==> config.mk <==
export PLATFORM = sky130hd
export DESIGN_NAME = fetch_bus_arbiter
export DESIGN_NICKNAME = d
export VERILOG_FILES = /design/src/rtl/fetch_bus_arbiter.sv
export SDC_FILE = /design/constraint.sdc
export NUM_CORES = 1
export LEC_CHECK = 0
export ABC_AREA = 1
export BUFFER_PORTS_ARGS = -buffer_cell sky130_fd_sc_hd__buf_2
export CORE_UTILIZATION = 45
export DETAILED_ROUTE_END_ITERATION = 7
export PLACE_DENSITY_LB_ADDON = 0.12
export RECOVER_POWER = 25
export SETUP_SLACK_MARGIN = 0.05
export SLEW_MARGIN = 20
export SYNTH_ARGS = -nofsm -noshare
export SYNTH_HDL_FRONTEND = slang
export SYNTH_SLANG_ARGS = --single-unit
==> constraint.sdc <==
create_clock -name clk -period 1.71 [get_ports clk]
set_input_delay 0.0855 -clock clk [delete_from_list [all_inputs] [get_ports clk]]
set_output_delay 0.0855 -clock clk [all_outputs]
set_load 0.01 [all_outputs]
==> src/rtl/fetch_bus_arbiter.sv <==
// Shares one memory read port between instruction fetch and LSU reads.
// One transaction in flight; LSU has priority, with a bound on fetch starvation.
module fetch_bus_arbiter #(
  parameter int ADDR_WIDTH   = 32,
  parameter int DATA_WIDTH   = 64,
  parameter int STARVE_LIMIT = 4
) (
  input  logic                  clk,
  input  logic                  rst,
  input  logic [ADDR_WIDTH-1:0] fetch_bus_addr,
  input  logic                  fetch_bus_read_req,
  input  logic                  fetch_flush,
  output logic [DATA_WIDTH-1:0] bus_fetch_data,
  output logic                  bus_fetch_read_ack,
  input  logic [ADDR_WIDTH-1:0] lsu_bus_addr,
  input  logic                  lsu_bus_read_req,
  output logic [DATA_WIDTH-1:0] bus_lsu_data,
  output logic                  bus_lsu_read_ack,
  output logic [ADDR_WIDTH-1:0] mem_addr,
  output logic                  mem_req,
  input  logic                  mem_gnt,
  input  logic [DATA_WIDTH-1:0] mem_rdata,
  input  logic                  mem_rvalid,
  output logic                  arb_busy
);

  // state  | meaning
  // S_IDLE | no transaction; arbitrate and capture one request
  // S_REQ  | mem_req driven, waiting for mem_gnt
  // S_WAIT | granted, waiting for mem_rvalid (response dropped if discard)
  typedef enum logic [1:0] {S_IDLE, S_REQ, S_WAIT} state_t;

  localparam int CNT_W = $clog2(STARVE_LIMIT + 1);
  localparam logic [CNT_W-1:0] STARVE_MAX = CNT_W'(STARVE_LIMIT);

  state_t           state;
  logic             owner_lsu;
  logic             discard;
  logic [CNT_W-1:0] starve_cnt;

  logic fetch_live;
  logic lsu_wins;
  logic fetch_wins;
  logic flush_own;
  logic drop_rsp;

  always_comb begin
    fetch_live = fetch_bus_read_req & ~fetch_flush;
    lsu_wins   = lsu_bus_read_req & ~(fetch_live & (starve_cnt == STARVE_MAX));
    fetch_wins = fetch_live & ~lsu_wins;
    flush_own  = fetch_flush & ~owner_lsu;
    // a flush landing together with rvalid still kills the fetch response
    drop_rsp   = discard | flush_own;
  end

  always_ff @(posedge clk or negedge rst) begin
    if (!rst) begin
      state              <= S_IDLE;
      owner_lsu          <= 1'b0;
      discard            <= 1'b0;
      starve_cnt         <= '0;
      mem_req            <= 1'b0;
      mem_addr           <= '0;
      arb_busy           <= 1'b0;
      bus_fetch_read_ack <= 1'b0;
      bus_lsu_read_ack   <= 1'b0;
      bus_fetch_data     <= '0;
      bus_lsu_data       <= '0;
    end else begin
      bus_fetch_read_ack <= 1'b0;
      bus_lsu_read_ack   <= 1'b0;
      case (state)
        S_IDLE: begin
          if (lsu_wins) begin
            state     <= S_REQ;
            owner_lsu <= 1'b1;
            mem_addr  <= lsu_bus_addr;
            mem_req   <= 1'b1;
            arb_busy  <= 1'b1;
            if (fetch_bus_read_req && (starve_cnt != STARVE_MAX))
              starve_cnt <= starve_cnt + 1'b1;
          end else if (fetch_wins) begin
            state      <= S_REQ;
            owner_lsu  <= 1'b0;
            mem_addr   <= fetch_bus_addr;
            mem_req    <= 1'b1;
            arb_busy   <= 1'b1;
            starve_cnt <= '0;
          end
        end
        S_REQ: begin
          if (mem_gnt) begin
            state   <= S_WAIT;
            mem_req <= 1'b0;
            if (flush_own) discard <= 1'b1;
          end else if (flush_own) begin
            state    <= S_IDLE;
            mem_req  <= 1'b0;
            arb_busy <= 1'b0;
          end
        end
        S_WAIT: begin
          if (mem_rvalid) begin
            state    <= S_IDLE;
            arb_busy <= 1'b0;
            discard  <= 1'b0;
            if (owner_lsu) begin
              bus_lsu_data     <= mem_rdata;
              bus_lsu_read_ack <= 1'b1;
            end else if (!drop_rsp) begin
              bus_fetch_data     <= mem_rdata;
              bus_fetch_read_ack <= 1'b1;
            end
          end else if (flush_own) begin
            discard <= 1'b1;
          end
        end
        default: begin
          state    <= S_IDLE;
          mem_req  <= 1'b0;
          arb_busy <= 1'b0;
        end
      endcase
    end
  end

endmodule

* Yosys cells after proc, flatten, opt, wreduce, memory -nomap -nowiden *
Index checks and enable logic that the tools add are counted.

storage, ports and cells
  register bits after elaboration = 171
  logic and storage cells = 79
  output and inout port bits = 164
  input port bits = 135

cells by class
  bitwise gates (word level) = 12
  $add $sub $neg = 1
  reductions and logical operators = 12
  eq/ne operators = 11
  mux-type cells = 32

operator list
  cell                                                   number
  two-way mux 32 bit                                     2
  two-way mux 1 bit                                      18
  AND reduction 3 bit                                    4
  two-way mux 2 bit                                      5
  two-way mux 3 bit                                      3
  inequality test 3 bit, second input constant           3
  inequality test 2 bit, second input constant           4
  AND reduction 4 bit                                    2
  NOT 1 bit                                              6
  case mux 1 bit (3 select lines)                        2
  case mux 2 bit (3 select lines)                        1
  AND 1 bit                                              5
  AND reduction 2 bit                                    2
  nonzero test 2 bit                                     2
  adder 3 x 1 -> 3 bit, second input constant            1
  == test 3 bit, second input constant                   1
  == test 2 x 1 -> 1 bit, second input constant          1
  == test 2 bit, second input constant                   1
  zero test 2 bit                                        1
  inequality test 2 x 1 -> 1 bit, second input constant  1
  case mux 1 bit (2 select lines)                        1
  logical AND 1 bit                                      1
  OR 1 bit                                               1

* Logic depth before layout (Yosys ltp) *
Gate-level depths: netlist of run 1.

  depth in word-level cells = 10
  mapped depth = 10
  gate-level depth less buffers = 9

* Least setup slack after synthesis of run 1 *
OpenSTA, ideal clock, no wires.

  path kind = reg2reg
  from = reg starve_cnt[0]
  to = reg mem_addr[11]
  required time = 1592 ps
  library setup time = 118 ps
  cell stages (with the launch flop) = 10
  path buffers = 1
  period minus slack after synthesis = 1419 ps
  setup slack = 291 ps
  arrival = 1302 ps
  cells stage by stage = dfrtp_1 inv_1 ha_1 nand2_1 inv_1 nand2_2 buf_1 nand3_1 nand3_1 nand2_1

between the ends
  cells in the longest elaborated chain, start to end = 8
  elaborated cells on any way between the ends = 9
  classes of those cells = eq/ne (1); mux (1); bitwise (5); reduce/logical (2)

RTL lines
  what                           line  RTL
  start, declared                39    logic [CNT_W-1:0] starve_cnt;
  start signal, assigned         81    starve_cnt <= starve_cnt + 1'b1;
  == test 3 bit (*)              49    lsu_wins = lsu_bus_read_req & ~(fetch_live & (starve_cnt == STARVE_MAX));
  AND 1 bit (*)                  49
  NOT 1 bit (*)                  49
  AND 1 bit (*)                  49
  NOT 1 bit                      50    fetch_wins = fetch_live & ~lsu_wins;
  AND 1 bit                      50
  nonzero test 2 bit (no line)   n/a
  AND reduction 2 bit (no line)  n/a
  end signal, assigned           77    mem_addr <= lsu_bus_addr;
  end signal, assigned           85    mem_addr <= fetch_bus_addr;
  end, declared                  19    output logic [ADDR_WIDTH-1:0] mem_addr,

Every way passes the cells marked *; elsewhere a longest branch is shown, timed or not.
A chain may end at the register's enable or synchronous reset.

* Final worst setup path of run 1 *
  from = reg state[0]
  to = reg bus_fetch_data[58]

between the ends
  cells in the longest elaborated chain, start to end = 2

RTL lines
  what                           line  RTL
  start, declared                36    state_t state;
  start signal, assigned         58    state <= S_IDLE;
  start signal, assigned         75    state <= S_REQ;
  start signal, assigned         83    state <= S_REQ;
  == test 2 bit                  72    case (state)
  AND reduction 4 bit (no line)  n/a
  end signal, assigned           111   bus_fetch_data <= mem_rdata;
  end, declared                  13    output logic [DATA_WIDTH-1:0] bus_fetch_data,

Every way passes these cells.

==> results of run 1 <==
==> per-layer routing <==
| metal | global-route usage (%) | share of wire [%] |
|---|---|---|
| met5 | 0 | 0 |
| met4 | 13.13 | 4.1 |
| met3 | 5.371 | 6.6 |
| met2 | 40.23 | 49 |
| met1 | 27.87 | 40 |
==> power by group through the flow <==
stage	sequential [mW]	combinational, mW	clock (mW)
4_1_cts	6.78	6.12	3.89
3_3_place_gp	6.80	5.75	0
3_5_place_dp	6.81	5.90	0
6_report	6.79	6.07	3.81
2_1_floorplan	7.63	2.44	0
5_1_grt	7.00	6.79	4.07
==> through the flow <==
stage	total power [mW]	util [%]	worst slack, ns	instance area (um^2)
2_1_floorplan	10.07	-	0.2908	7365
3_3_place_gp	12.55	56.33	0.2339	8980
3_5_place_dp	12.71	56.33	0.2033	8980
4_1_cts	16.80	68.07	0.1942	10850
5_1_grt	17.86	67.93	0.05887	10830
6_report	16.66	67.93	0.1983	10830
==> kinds of logic (layout without fill, tap and decap cells) <==
kind of cell,Yosys count,after routing
AND/OR/NAND/NOR,326,326
adder cells (fa/ha/maj),2,2
flip-flops,171,171
XOR/XNOR,1,1
AO/OA/AOI/OAI,135,135
buffers and inverters,187,612
==> critical path, delay by kind of cell (launching register included) <==
kind / cells / cell delay (ns)
AOI/OAI and AO/OA: 1 / 0.09
DFF: 1 / 0.39
and+or+nand+nor: 4 / 0.46
buffers and inverters: 2 / 0.40
==> state kept, by name, summed over array words and instances, names as in the netlist <==
name and flops:
arb_busy 1, bus_fetch_data 64, bus_fetch_read_ack 1, bus_lsu_data 64
bus_lsu_read_ack 1, discard 1, mem_addr 32, mem_req 1
owner_lsu 1, starve_cnt 3, state 2
==> layout make-up <==
cell class	instances	area (um^2)	area share (%)
flip-flops and latches	171	4279	39.51
repair buffers	438	2948	27.22
multi-input cells	464	2213	20.44
inverters	143	536.8	4.957
clock buffers	19	442.9	4.090
well taps	216	270.3	2.496
clock inverters	12	138.9	1.282
==> synthesized netlist by cell type (all sizes together) <==
library cell / number / share of area [%]
buf: 39 / 4.4
nand3: 72 / 4.9
inv: 143 / 7.3
a21oi: 2 / 0.29
nor3: 1 / 0.068
nand2: 247 / 13
dfrtp: 171 / 58
ha: 2 / 0.34
o21ai: 133 / 11
xnor2: 1 / 0.12
clkbuf: 5 / 0.25
nand3b: 1 / 0.10
nor2: 5 / 0.32
==> cells in the final DEF (no fill, tap or decap) <==
cell type      netlist  layout
inv_2                1       1
nor3_1               1       1
inv_1              142     142
clkinv_2             0       1
buf_6               21       2
clkbuf_2             0       1
clkbuf_8             0       1
o21ai_1             71      71
nor2_2               2       2
o21ai_2             39      39
nand3_1             72      72
nand2_1            242     242
clkbuf_1             5       1
ha_1                 2       2
nand3b_1             1       1
a21oi_4              1       1
dlygate4sd3_1        0     129
a21oi_1              1       1
buf_12               0       6
nand2_4              0       2
xnor2_1              1       1
inv_6                0       5
clkinvlp_4           0       4
o21ai_0             23      23
buf_4                1       3
nand2_2              5       3
clkbuf_16            0      17
buf_2               15     297
bufinv_16            0       2
dfrtp_1            171     171
nor2_1               3       3
==> how the worst max path moves through the flow <==
stage	to	slack [ns]	cells past startpoint
final	bus_fetch_data[58]$_DFFE_PN0P_	0.20	7
after global routing	mem_addr[23]$_DFFE_PN0P_	0.06	10
after detailed placement	bus_fetch_data[58]$_DFFE_PN0P_	0.20	7
after CTS	bus_fetch_data[52]$_DFFE_PN0P_	0.19	7
after global placement	mem_addr[23]$_DFFE_PN0P_	0.23	10
after floorplan	mem_addr[11]$_DFFE_PN0P_	0.29	9
==> impl_results.md, run 1 <==
* Status: completed
* Gate Count Post-Synth at 822
* Clock Latency Late Sink at 0.42 ns
* Post-Synth Adder-Cell Area at 0.3398%
* Slew Limit Fails at 0
* Initial DRC Count at 258
* TritonCTS clock tree: done
* Arrival time at the worst endpoint at 1.79 ns
* Synth Area in Compound Gates at 11.31%
* Vias in the first global route at 6438
* Via/cell ratio at 4.591
* Worst setup SP type: flip-flop
* Largest family of logic cells by synthesized area: simple AND/OR/NAND/NOR gates
* Initial core utilization at 46.19%
* P&R area growth vs syn at 47.04%
* PD cells at 1538 mW/mm^2
* Gr usage total at 23.69%
* Worst Hold Class: input pin to flip-flop
* CP max stage delay at 0.39 ns
* Sw Pwr at 6.027 mW
* Mean Syn Cell Area at 8.959 um^2
* Synth cell types at 22
* Core ar. at 0.01594 mm^2
* Share of cells above drive strength 1 at 31.03%
* Hold Path Sink: mem_addr[15]$_DFFE_PN0P_
* R2R Path End: bus_fetch_data[58]$_DFFE_PN0P_
* Critical Path Fanout Max at 49
* Post-CTS setup buffer count at 0
* Input/output buffers at 298
* # IOs at 299
* # DRC at 0
* Mean routed wirelength per cell at 13.56 um
* CP Launch Point: state[0]$_DFFE_PN0P_
* Final setup fails at 0
* Cell Area, Synth at 0.007365 mm^2
* Final HPWL DP at 12570 um
* Post-synthesis simple-gate area fraction at 18.14%
* Seq/Total Area, Yosys at 58.10%
* Ant diodes at 0
* Clock power share at 22.8%
* Worst Setup Path Type: flip-flop to flip-flop
* Yosys reg bits at 171
* Lkg Pwr at 6.209 nW
* Post-Layout Cell Count at 1463
* Clk_skew at 0.009714 ns
* Initial antenna violation count at 0
* Worst slew pin tran at 0.9720 ns
* RSZ-0062 raised after global routing: no
* Max Fclk at 0.6615 GHz
* Placed cell count at 1303
* Worst vdd ir at 792.8 uV
* Worst hold stages at 5
* Comb power frac at 36.4%
* Post-Syn Nets at 959
* Fin Setup TNS at 0 ns
* Hold Crit Start: lsu_bus_addr[15]
* Mux cell area share after synthesis at 0%
* FILL cells at 1300
* R2R Path Start: state[0]$_DFFE_PN0P_
* CTS Hold Bufs at 129
* Worst hold slack at 0.01767 ns
* Flop pwr share at 40.7%
* Post-Route WL at 19840 um
* Antenna-violating nets left at 0
* Worst R2R Setup Slack at 0.20 ns
* PostCTS Resize Cnt at 0
* Worst Setup End Kind: flip-flop
* Final Hold Fails at 0
* Die Height at 129.9 um
* Xor/xnor cell area share of the yosys netlist at 0.1189%
* First-pass GRT wire length at 30950 um
* Sw Share at 36.17%
* H-tree depth at 4
* Die area at 0.01688 mm^2
* Die W at 129.9 um
* Root buffer cell: clkbuf_16
* Tcrit/Tclk final at 88.40%
* Number of CTS-inserted buffers at 17
* Int Power at 10.63 mW
* Final worst path period need at 1.512 ns
* Routed via count at 6716
* Slowest cell on the critical path: dfrtp_1
* Maxcap violations at 0
* Largest net degree at the start of global routing at 81
* RePlAce Congestion at 0.7819
* Reg2Reg Depth at 7
* Relative slew slack at 35.20%
* Critical-path cell list: inv_1 -> nand2_2 -> nor2_2 -> nand2_4 -> buf_4 -> nand2_1 -> o21ai_0
* Clock tree buffer depth at 2
* Final nets at 1372
* Cell Rows at 46
* Clk slew on worst S/H paths at 0.07 ns
* CP required at 1.99 ns
* Synth warn at 0
* Clock Sinks at 171
* Initial DRT Pass Iterations at 6
* Total grt overflow at 0
(Power assumes the default switching activity.)
==> inputs of run 2 (changes only) <==
--- a/config.mk
+++ b/config.mk
@@ -9,9 +9,8 @@
 export BUFFER_PORTS_ARGS = -buffer_cell sky130_fd_sc_hd__buf_2
 export CORE_UTILIZATION = 45
 export DETAILED_ROUTE_END_ITERATION = 7
-export PLACE_DENSITY_LB_ADDON = 0.12
+export PLACE_DENSITY = 0.79
 export RECOVER_POWER = 25
-export SETUP_SLACK_MARGIN = 0.05
 export SLEW_MARGIN = 20
 export SYNTH_ARGS = -nofsm -noshare
 export SYNTH_HDL_FRONTEND = slang
==> run 2 against run 1 <==
- combinational power up 2%
- clock power decreased by 2%
- sequential share of layout area is essentially flat
- cell area barely moved
- non-clock buffer count up 3
- die area unchanged
- register-to-register slack worse by 0.06 ns
- worst setup slack worse by 0.057 ns
- first-iteration DRC count is 96% higher
- via count grew 8.7%
- routed wire length is 15% higher
==> impl_results.md, run 2 (synthesis gave the netlist of run 1 again) <==
* Status: completed
* P&R area growth vs syn at 47.11%
* Post-Route WL at 22800 um
* Largest net degree at the start of global routing at 86
* H-tree depth at 4
* CP required at 2.00 ns
* Mean routed wirelength per cell at 15.53 um
* Area after DPL at 0.008972 mm^2
* Clock Latency Late Sink at 0.43 ns
* Final nets at 1375
* Number of CTS-inserted buffers at 17
* Initial core utilization at 46.19%
* Slowest cell on the critical path: dfrtp_1
* TritonCTS clock tree: done
* Commonest non-fill, non-tap cells in the layout: buf_2 (297), nand2_1 (242), dfrtp_1 (171)
* Worst setup SP type: flip-flop
* Relative slew slack at 40.98%
* Root buffer cell: clkbuf_16
* Arrival time at the worst endpoint at 1.86 ns
* RSZ-0062 raised after global routing: no
* Vias in the first global route at 7041
* Worst slew pin tran at 0.8853 ns
* Fin Setup TNS at 0 ns
* Antenna-violating nets left at 0
* Total grt overflow at 0
* Worst R2R Setup Slack at 0.14 ns
* CP max stage delay at 0.39 ns
* Die Height at 129.9 um
* Final setup fails at 0
* # IOs at 299
* Initial DRT Pass Iterations at 5
* Critical-path cell list: inv_1 -> nand2_2 -> nor2_2 -> nand2_4 -> buf_4 -> nand2_1 -> o21ai_2
* Worst hold slack at 0.02462 ns
* Final HPWL DP at 13350 um
* Worst Setup Path Type: flip-flop to flip-flop
* Max Fclk at 0.6375 GHz
* Worst vdd ir at 748.5 uV
* Commonest non-fill, non-tap cell in the layout: buf_2
* Input/output buffers at 298
* Worst Setup End Kind: flip-flop
* Biggest regs: bus_fetch_data x64, bus_lsu_data x64, mem_addr x32
* Bufs and invs on worst path at 2
* Cell Rows at 46
* Worst Hold Class: input pin to flip-flop
* Gr usage total at 26.82%
* Die area at 0.01688 mm^2
* CTS Hold Bufs at 128
* Routed via count at 7299
* PostCTS Resize Cnt at 0
* Lkg Pwr at 6.222 nW
* Critical Path Fanout Max at 44
* Clk_skew at 0.01492 ns
* Final Hold Fails at 0
* Core ar. at 0.01594 mm^2
* # DRC at 0
* PD cells at 1556 mW/mm^2
* Final worst path period need at 1.569 ns
* Post-CTS setup buffer count at 0
* Initial antenna violation count at 1
* Clock Sinks at 171
* Initial DRC Count at 506
* First-pass GRT wire length at 34650 um
* Clk slew on worst S/H paths at 0.07 ns
* RePlAce Congestion at 0.7675
* Slew Limit Fails at 0
* Die W at 129.9 um
* Via/cell ratio at 4.972
* Maxcap violations at 0
* Top delay family on crit path: simple AND/OR/NAND/NOR gates
* Clock tree buffer depth at 2
* Final instance area at 0.01083 mm^2
* Tcrit/Tclk final at 91.73%
* Share of cells above drive strength 1 at 31.41%
## run 2: area by class of cell
type                            count  area (um^2)
Antenna cell                        1        2.502
Clock buffer                       18        439.2
Clock inverter                     14        147.6
Fill cell                        1140         5109
Inverter                          143        536.8
Multi-Input combinational cell    464         2213
Sequential cell                   171         4279
Tap cell                          216        270.3
Timing Repair Buffer              441         2945
## run 2: final timing paths
path	cells past startpoint	to	startpoint
hold reg to reg	2	arb_busy$_DFFE_PN0P_	arb_busy$_DFFE_PN0P_
hold / removal	5	mem_addr[1]$_DFFE_PN0P_	lsu_bus_addr[1]
min in group asynchronous	2	bus_lsu_data[45]$_DFFE_PN0P_	rst
setup reg to reg	7	bus_fetch_data[38]$_DFFE_PN0P_	state[0]$_DFFE_PN0P_
max in group asynchronous	3	bus_fetch_data[36]$_DFFE_PN0P_	rst
setup / recovery	7	bus_fetch_data[38]$_DFFE_PN0P_	state[0]$_DFFE_PN0P_
## run 2: metrics by stage
stage,power (mW),worst slack [ns],util [%],instances
6_report,16.86,0.1415,67.96,1468
3_5_place_dp,12.73,0.1743,56.28,1307
2_1_floorplan,10.07,0.2908,-,822
4_1_cts,16.77,0.1702,68.00,1467
3_3_place_gp,12.49,0.2466,56.28,1307
5_1_grt,17.92,0.04160,67.96,1468
## run 2: routing by layer
metal / routed length [um] / vias to the layer above / GRT usage, %
li1: - / 3379 / -
met1: 8482 / 3395 / 30.68
met2: 11410 / 466 / 46.90
met3: 2314 / 59 / 7.831
met4: 586 / 0 / 11.29
met5: 0 / - / 0
## run 2: power breakdown
part | switching, mW | internal [mW] | leakage [nW]
clock network | 1.76 | 1.99 | 0.282
registers | 1.06 | 5.83 | 2.17
logic | 3.62 | 2.60 | 3.77
total | 6.44 | 10.4 | 6.22
## run 2: worst min-delay path, cell delays in order
cell and delay, ns:
buf_2 0.08, inv_1 0.04, nand3_1 0.07, nand3_1 0.07
nand2_1 0.06
==> inputs of run 3 (changes only) <==
--- a/config.mk
+++ b/config.mk
@@ -5,11 +5,10 @@
 export SDC_FILE = /design/constraint.sdc
 export NUM_CORES = 1
 export LEC_CHECK = 0
-export ABC_AREA = 1
-export BUFFER_PORTS_ARGS = -buffer_cell sky130_fd_sc_hd__buf_2
 export CORE_UTILIZATION = 45
 export DETAILED_ROUTE_END_ITERATION = 7
-export PLACE_DENSITY = 0.79
+export DONT_BUFFER_PORTS = 1
+export PLACE_DENSITY = 0.64
 export RECOVER_POWER = 25
 export SLEW_MARGIN = 20
 export SYNTH_ARGS = -nofsm -noshare
==> run 3 against run 2 <==
- the run now ends with hold timing left
- sequential cell count unchanged
- worst hold slack got worse by 0.67 ns
- sequential share of layout area increased by 5.5 points
- combinational power decreased by 35%
- non-clock buffer count decreased by 303
- fmax decreased by 2.4%
- count of clock-buffer cells in the layout decreased by 1
- worst setup slack got worse by 0.039 ns
- largest power group unchanged
- power decreased by 3.6%
==> impl_results.md, run 3 <==
* Post-Layout Cell Count at 859
* Relative slew slack at 45.96%
* Final HPWL DP at 11290 um
* Initial DRT Pass Iterations at 4
* Tot Pwr at 16.26 mW
* Number of CTS-inserted buffers at 17
* FILL cells at 1229
* Critical-path cell list: inv_1 -> ha_1 -> nand4b_1 -> buf_4 -> a221oi_1 -> a2bb2oi_2
* Clock Sinks at 171
* Yosys top cell area share at 57.35%
* Arrival time at the worst endpoint at 1.89 ns
* Die area at 0.01710 mm^2
* TritonCTS clock tree: done
* Mean Syn Cell Area at 14.43 um^2
* Share of cells above drive strength 1 at 32.97%
* Worst Hold Class: input pin to async pin
* First-pass GRT wire length at 26370 um
* Biggest regs: bus_fetch_data x64, bus_lsu_data x64, mem_addr x32
* Bufs and invs on worst path at 2
* Int Power at 10.64 mW
* Lkg Pwr at 4.161 nW
* # DRC at 0
* Failing checks: hold timing
* Tcrit/Tclk final at 94.01%
* Layout Utilization at 59.23%
* Seq/Total Area, Yosys at 57.35%
* Stages on worst setup path at 6
* Largest net degree at the start of global routing at 172
* RePlAce Congestion at 0.7416
* Cell Area, Synth at 0.007461 mm^2
* Count leader, synth: dfrtp_1
* Fin Setup TNS at 0 ns
* Status: finished, violations left
* Top delay family on crit path: compound AO/OA/AOI/OAI gates
* Via/cell ratio at 5.611
* Synth warn at 0
* Clock power share at 24.1%
* Post-Syn Nets at 654
* Worst setup SP type: flip-flop
* Maxcap violations at 0
* Worst hold slack at -0.6427 ns
* Antenna-violating nets left at 0
* CP max stage delay at 0.38 ns
* Commonest non-fill, non-tap cells in the layout: dfrtp_1 (171), mux2_2 (128), dlygate4sd3_1 (123)
* Slew Limit Fails at 0
* Post-synth EDFFs at 0
* Slowest cell on the critical path: dfrtp_1
* Total grt overflow at 0
* Die Height at 130.8 um
* Core ar. at 0.01606 mm^2
* Sw Pwr at 5.618 mW
* Gate Count Post-Synth at 517
* Input/output buffers at 0
* Yosys reg bits at 171
* Final nets at 767
* Routed via count at 4820
* # IOs at 299
* Clock Latency Late Sink at 0.42 ns
* Final instance area at 0.009510 mm^2
* Post-Route WL at 17720 um
* Comb power frac at 24.8%
* Worst Setup End Kind: flip-flop
* Clk_skew at 0.01338 ns
* Clock tree buffer depth at 2
* Final worst slack at 0.1024 ns
* Worst slew pin tran at 0.8080 ns
* Root buffer cell: clkbuf_16
* Gr usage total at 20.39%
* Final setup fails at 0
* Worst Setup Path Type: flip-flop to flip-flop
* Reg2Reg Depth at 6
* CTS Hold Bufs at 123
* Die W at 130.8 um
* Initial DRC Count at 215
* Ant diodes at 0
* Top post-synthesis cells by count: dfrtp_1 (171), mux2_2 (128), a221oi_1 (32), and2_1 (32), o21ai_0 (32)
* Flop pwr share at 51.1%
* Main synth FF type: dfrtp_1
* Initial antenna violation count at 0
* Worst vdd ir at 830.4 uV
* Vias in the first global route at 5058
* PD cells at 1709 mW/mm^2
* Synth cell types at 41
* CP required at 2.00 ns
* Placed cell count at 704
* Mean routed wirelength per cell at 20.63 um
* Cell Rows at 46
* Commonest non-fill, non-tap cell in the layout: dfrtp_1
* Final Hold Fails at 171
* Max Fclk at 0.6220 GHz
* Initial core utilization at 46.46%
* Pre-CTS setup slack at 0.1380 ns
* P&R area growth vs syn at 27.47%
* Ys async rst share at 100.0%
* Area after DPL at 0.007660 mm^2
* Final worst path period need at 1.608 ns
* Critical Path Fanout Max at 33
* Sw Share at 34.55%
* Clk slew on worst S/H paths at 0.07 ns
* H-tree depth at 4
* Largest area contributor in the netlist: dfrtp_1
* Synth top area cells: dfrtp_1 (57%), mux2_2 (19%), a2bb2oi_2 (5.8%)
run 3: cell count changes in the layout (fill, tap and decap cells not counted), moves of 5 or more:
cell           before  now
a221oi_1            0   30
a2bb2oi_2           0   29
and2_1              0   32
buf_2             297    0
dlygate4sd3_1     128  123
inv_1             142    7
mux2_2              0  128
nand2_1           242    1
nand3_1            72    1
o21ai_0            23   32
o21ai_1            71    1
o21ai_2            39    0
run 3: path summary, 6_finish.rpt:
path | end | slack, ns | startpoint
max reg2reg | mem_addr[2]$_DFFE_PN0P_ | 0.10 | starve_cnt[0]$_DFFE_PN0P_
max in group asynchronous | mem_addr[3]$_DFFE_PN0P_ | 2.00 | rst
min in group clk | mem_addr[5]$_DFFE_PN0P_ | 0.01 | lsu_bus_read_req
max | mem_addr[2]$_DFFE_PN0P_ | 0.10 | starve_cnt[0]$_DFFE_PN0P_
min | mem_addr[14]$_DFFE_PN0P_ | -0.64 | rst
min reg2reg | discard$_DFFE_PN0P_ | 0.55 | discard$_DFFE_PN0P_
run 3: cell families (layout without fill, tap and decap cells):
| logic type | after synthesis | in the layout | share of synthesized area, % |
|---|---|---|---|
| flops | 171 | 171 | 57.35 |
| mux | 129 | 129 | 19.45 |
| compound gates | 112 | 112 | 13.80 |
| fa+ha+maj | 2 | 2 | 0.3353 |
| simple gates | 51 | 51 | 4.344 |
| buf+inv | 52 | 178 | 4.712 |
run 3: what timing repair did:
action | 4_1_cts | 5_1_grt
endpoints found under the setup margin | 0 | 2
resized for setup | 0 | 2
setup buffers | 0 | 0
hold endpoints to repair | 338 | 171
run 3: layer usage:
metal  GRT usage [%]  vias up  wire, um
li1                -     2127         -
met1           22.12     2418      6472
met2           36.45      242      9262
met5               0        -         0
met4           8.857        0       394
met3           6.515       33      1595
run 3: power groups by stage:
stage | clock network (mW) | registers [mW] | logic (mW)
after global placement | 0 | 8.32 | 3.54
after global routing | 4.17 | 8.56 | 4.35
after floorplan | 0 | 7.76 | 3.29
final | 3.92 | 8.31 | 4.02
after CTS | 4.01 | 8.33 | 4.01
after detailed placement | 0 | 8.39 | 3.76
run 3: worst register-to-register path, delay by kind of cell (launching register included):
family	cells	cell delay, ns
compound gates	2	0.48
buf+inv	2	0.34
fa+ha+maj	1	0.19
simple gates	1	0.09
flops	1	0.38
run 3: cell type report:
class,instances,area [um^2],area share [%]
sequential,171,4279,44.99
clock buffer,17,425.4,4.473
timing repair buffer,138,1456,15.31
clock inverter,15,181.4,1.908
inverter,8,30.03,0.3157
tap,216,270.3,2.842
multi-input combinational,294,2868,30.15
